--- config.mk ---
export PLATFORM = sky130hd
export DESIGN_NAME = data_memory_map
export DESIGN_NICKNAME = d
export VERILOG_FILES = /design/src/rtl/data_memory_map.sv
export SDC_FILE = /design/constraint.sdc
export NUM_CORES = 2
export LEC_CHECK = 0
export CORE_UTILIZATION = 35
export DETAILED_ROUTE_END_ITERATION = 6
export PLACE_DENSITY = 0.61
export REMOVE_ABC_BUFFERS = 1
export SYNTH_ARGS = -nofsm -noshare
export SYNTH_HDL_FRONTEND = slang
export SYNTH_SLANG_ARGS = --single-unit
--- constraint.sdc ---
create_clock -name clk -period 4.2 [get_ports clk]
set_clock_uncertainty 0.15 [all_clocks]
set_input_delay 0.63 -clock clk [delete_from_list [all_inputs] [get_ports clk]]
set_output_delay 0.63 -clock clk [all_outputs]
set_load 0.05 [all_outputs]
--- src/rtl/data_memory_map.sv ---
// data_memory_map: data-side responder for the single-cycle core, decoding word RAM and an I/O
// window with GPIO and a compare timer; loads are combinational, all state updates on the clock edge.
module data_memory_map #(
    parameter int unsigned memory_depth = 64,
    parameter logic [31:0] ram_base     = 32'h1001_0000,
    parameter logic [31:0] mmio_base    = 32'h1002_0000,
    parameter int unsigned gpio_width   = 8
) (
    input  logic                  clk,
    input  logic                  reset,
    input  logic                  memwrite,
    input  logic                  memread,
    input  logic [31:0]           data_address,
    input  logic [31:0]           writedata,
    output logic [31:0]           received_data,
    input  logic [gpio_width-1:0] gpio_in,
    output logic [gpio_width-1:0] gpio_out,
    output logic                  timer_irq
);
    localparam int unsigned AW        = $clog2(memory_depth);
    localparam logic [31:0] RAM_BYTES = 32'(4 * memory_depth);
    localparam logic [2:0]  R_GPIO_OUT = 3'd0;
    localparam logic [2:0]  R_GPIO_IN  = 3'd1;
    localparam logic [2:0]  R_COUNT    = 3'd2;
    localparam logic [2:0]  R_COMPARE  = 3'd3;
    localparam logic [2:0]  R_CTRL     = 3'd4;
    localparam logic [2:0]  R_STATUS   = 3'd5;

    logic [31:0]           mem [memory_depth];
    logic [31:0]           ram_off, io_off, io_rdata;
    logic [31:0]           count_q, count_d, compare_q, compare_d;
    logic [gpio_width-1:0] gpio_out_q, gpio_out_d, sync1_q, sync2_q;
    logic                  ctrl_q, ctrl_d, status_q, status_d;
    logic                  ram_hit, io_hit, io_we, match;
    logic [2:0]            sel;

    // Offsets below the base wrap to huge values, so one unsigned compare covers both bounds.
    assign ram_off = data_address - ram_base;
    assign io_off  = data_address - mmio_base;
    assign ram_hit = ram_off < RAM_BYTES;
    assign io_hit  = io_off < 32'h20;
    assign sel     = io_off[4:2];
    assign io_we   = memwrite && io_hit;
    assign match   = ctrl_q && (count_q == compare_q);

    always_comb begin
        gpio_out_d = (io_we && sel == R_GPIO_OUT) ? writedata[gpio_width-1:0] : gpio_out_q;
        count_d    = (io_we && sel == R_COUNT) ? writedata : ctrl_q ? count_q + 32'd1 : count_q;
        compare_d  = (io_we && sel == R_COMPARE) ? writedata : compare_q;
        ctrl_d     = (io_we && sel == R_CTRL) ? writedata[0] : ctrl_q;
        status_d   = match || (status_q && !(io_we && sel == R_STATUS && writedata[0]));
        io_rdata   = sel == R_GPIO_OUT ? 32'(gpio_out_q) :
                     sel == R_GPIO_IN  ? 32'(sync2_q)    :
                     sel == R_COUNT    ? count_q         :
                     sel == R_COMPARE  ? compare_q       :
                     sel == R_CTRL     ? {31'd0, ctrl_q} :
                     sel == R_STATUS   ? {31'd0, status_q} : 32'h0;
        received_data = !memread ? 32'h0 :
                        ram_hit  ? mem[ram_off[AW+1:2]] :
                        io_hit   ? io_rdata : 32'h0;
    end

    always_ff @(posedge clk or posedge reset) begin
        if (reset) begin
            gpio_out_q <= '0;
            sync1_q    <= '0;
            sync2_q    <= '0;
            count_q    <= 32'h0;
            compare_q  <= 32'hFFFF_FFFF;
            ctrl_q     <= 1'b0;
            status_q   <= 1'b0;
        end else begin
            gpio_out_q <= gpio_out_d;
            sync1_q    <= gpio_in;
            sync2_q    <= sync1_q;
            count_q    <= count_d;
            compare_q  <= compare_d;
            ctrl_q     <= ctrl_d;
            status_q   <= status_d;
        end
    end

    // RAM contents survive reset; stores presented while reset is high are dropped.
    always_ff @(posedge clk) begin
        if (!reset && memwrite && ram_hit)
            mem[ram_off[AW+1:2]] <= writedata;
    end

    assign gpio_out  = gpio_out_q;
    assign timer_irq = status_q;
endmodule
==> summary.md <==
| Metric | Value |
|---|---|
| Status | completed |
| Post-Syn Area per Cell | approximately 21 um^2 |
| Clock slew at reported path FFs | 0.06 ns |
| Yosys warnings | 0 |
| Register bit count reported by yosys | 2138 |
| CTS root buf | clkbuf_16 |
| CTS Buf Count | 208 |
| Max cap viols | 0 |
| Crit-path leading delay family | simple AND/OR/NAND/NOR gates |
| CP max stage delay | 0.63 ns |
| Final hold violation count | 0 |
| Slew @ Worst Pin | 1.38 ns |
| Detailed Route WL | 239 mm |
| Via density | roughly 5.6 |
| Synth cell types | 69 |
| Port Buffers | 114 |
| Iteration-0 DRC Markers | 4866 |
| CP required | 3.42 ns |
| Total GRT Usage | around a fifth |
| Critical path fanouts, max | 6 |
| Critical path's slowest cell | or4_4 |
| Initial cell density of the core | 35.3% |
| # H-tree levels | 4 |
| Sequential-to-total area share from yosys stat | 76.6% |
| Top cells by area, synth | edfxtp_1 74%, mux4_2 15%, dfrtp_1 1.7% |
| Async set-reset flop share out of synthesis | 4.21% |
| Rows | 178 |
| Slew Viols, Final | 0 |
| Fmax | about 0.24 GHz |
| Largest net degree at the start of global routing | 55 |
| Layout area overhead | 22.6% |
| Critical Path Start Type | input pin |
| Post-synth top area share | 73.9% |
| Hpwl dp | 155 mm |
| VDD IR max | 0.000435 V |
| Most frequent cells in the layout | 2048 x edfxtp_1, 542 x mux4_2, 420 x buf_4 |
| Post-Syn Area | between 80000 and 90000 um^2 |
| Fillers | 20.0k |
| Grt ovf | 0 |
| Num ports | 117 |
| Rel. slew slack | 7.87% |
| Worst-Skew Late Latency | 0.86 ns |
| First-pass GRT wire length | around 340 mm |
| Multi-input logic area | between 15000 and 20000 um^2 |
| Cell Pwr Density | 436 nW/um^2 |
| WL per Instance | 30.2 um |
| Chip width | 490 um |
| Final setup vio count | 0 |
| Fin crit share | between 90 and 100% |
| Most common cell after layout, fill and taps aside | edfxtp_1 |
| Initial antenna violation count | 19 |
| Final min period | 4.20 ns |
| Total area of sequential cells | 63800 um^2 |
| Hold/Removal Path Class | in -> reg |
| P_leak | 32.8 nW |
| CP endpoint kind | output pin |
| Vias in the first global route | 44.4k |
| Synthesized instance count | 3885 |
| TritonCTS sink count | 2138 |
| Post-DRT Antenna Nets | 0 |
| Die Area | 240000 um^2 |
| Die height | 490 um |
| Worst endpoint data arrival time | 3.42 ns |
| Post-route setup TNS | 0 ns |
| Area of the core | approximately 240000 um^2 |
| RSZ-0062 raised after global routing | true |
| CTS tree | yes |
| First drt pass iteration count | 6 |
| Critical-path cell list | buf_2 > buf_6 > or3_4 > buf_6 > o41ai_2 > a221o_1 > o31ai_1 > or4_4 > buf_12 > buf_16 > o22ai_2 > buf_4 > buf_12 |
| Worst path buffer plus inverter count | 7 |
| Routability cong. | approximately 0.85 |
| Final-stage net count | 4661 |
| Post-synth EDFFs | about 2k |
| Share of post-route cells with drive strength above 1 | a little under two fifths |
| Via count | around 44k |
| Largest area contributor in the netlist | edfxtp_1 |
| Clk buf depth | 3 |
| Most used DFF post-synth | edfxtp_1 |
| WS Path Type | in -> out |
| WHS | approximately 0.066 ns |
| # DRC | 0 |
[Yosys cell counts (all sizes together) (9+ instances only)]
master	n
nor4	15
mux2	42
dfstp	32
and2	21
a221oi	38
a31oi	11
o221ai	13
a21oi	33
edfxtp	2048
clkbuf	129
a211oi	25
a22o	39
a22oi	68
nand2	106
a32oi	18
xnor2	21
mux4	542
dfrtp	58
and3	18
mux2i	25
o22ai	53
nand4	24
xor2	20
nor2	173
nand3	27
a221o	9
nor3	26
buf	97
inv	29
o21ai	50
[layer usage]
metal / GRT usage (%) / wire length [um] / share of wire (%) / vias to the layer above
li1: - / - / - / 17862
met1: 27.3 / 95000 / 40 / 23763
met2: 32.3 / 116000 / 48 / 2054
met3: 3.60 / 20500 / 8.6 / 303
met4: 6.46 / 7590 / 3.2 / 12
met5: 0 / 74 / 0.031 / -
[kinds of logic (layout without fill, tap and decap cells)]
kind of cell	count (synthesis)	after routing	synth area share [%]
flops	2138	2138	76.6
mux	609	609	15.7
simple gates	450	450	2.55
compound gates	388	388	3.39
buf+inv	257	1126	1.31
xor+xnor	41	41	0.431
fa+ha+maj	2	2	0.0301
other cells	0	4	0
[cell type report]
| class | instances | area share [%] |
|---|---|---|
| multi-input cells | 1490 | 19.1 |
| clock inverters | 123 | 1.26 |
| diodes | 4 | 0.00981 |
| well taps | 3150 | 3.86 |
| flip-flops and latches | 2138 | 62.5 |
| repair buffers | 714 | 7.84 |
| inverters | 31 | 0.119 |
| clock buffers | 258 | 5.35 |
[path summary, 6_finish.rpt]
path	slack, ns	cells past startpoint	endpoint	startpoint
setup / recovery	0.003	13	received_data[10]	data_address[18]
hold / removal	0.07	1	sync1_q[3]$_DFF_PP0_	gpio_in[3]
setup reg to reg	1.27	7	count_q[29]$_DFFE_PP0P_	count_q[18]$_DFFE_PP0P_
hold reg to reg	0.20	0	sync2_q[6]$_DFF_PP0_	sync1_q[6]$_DFF_PP0_
max in group asynchronous	2.81	3	compare_q[6]$_DFFE_PP1P_	reset
min in group asynchronous	0.39	2	sync2_q[6]$_DFF_PP0_	reset
[flip-flops by register name, summed over array words and instances, names as in the netlist]
signal,flops
mem,2048
compare_q,32
count_q,32
gpio_out,8
sync1_q,8
sync2_q,8
ctrl_q,1
timer_irq,1
[stage by stage]
stage	area, um^2	power, mW	setup WS [ns]	util [%]	instances
4_1_cts	102000	44.8	-0.00367	43.2	7896
5_1_grt	102000	45.7	-0.0248	43.3	7904
6_report	102000	44.5	0.00303	43.3	7908
2_1_floorplan	82300	24.6	-3.08	-	3659
3_3_place_gp	94400	26.3	-0.763	40.0	7499
3_5_place_dp	94400	26.3	-0.688	40.0	7499
[power by group]
| part | switching [mW] | internal [mW] | leakage (nW) |
|---|---|---|---|
| registers | 0.00320 | 23.4 | 19.4 |
| logic | 1.51 | 1.03 | 10.0 |
| clock network | 7.98 | 10.7 | 3.29 |
[repair_timing]
item	4_1_cts	5_1_grt
setup buffers	13	11
hold buffers	0	0
endpoints found under the hold margin	0	0
pin swaps	25	16
setup endpoints to repair	32	32
resized for setup	120	55
gates cloned	4	0
No activity file was read; power rests on OpenSTA's default activity.
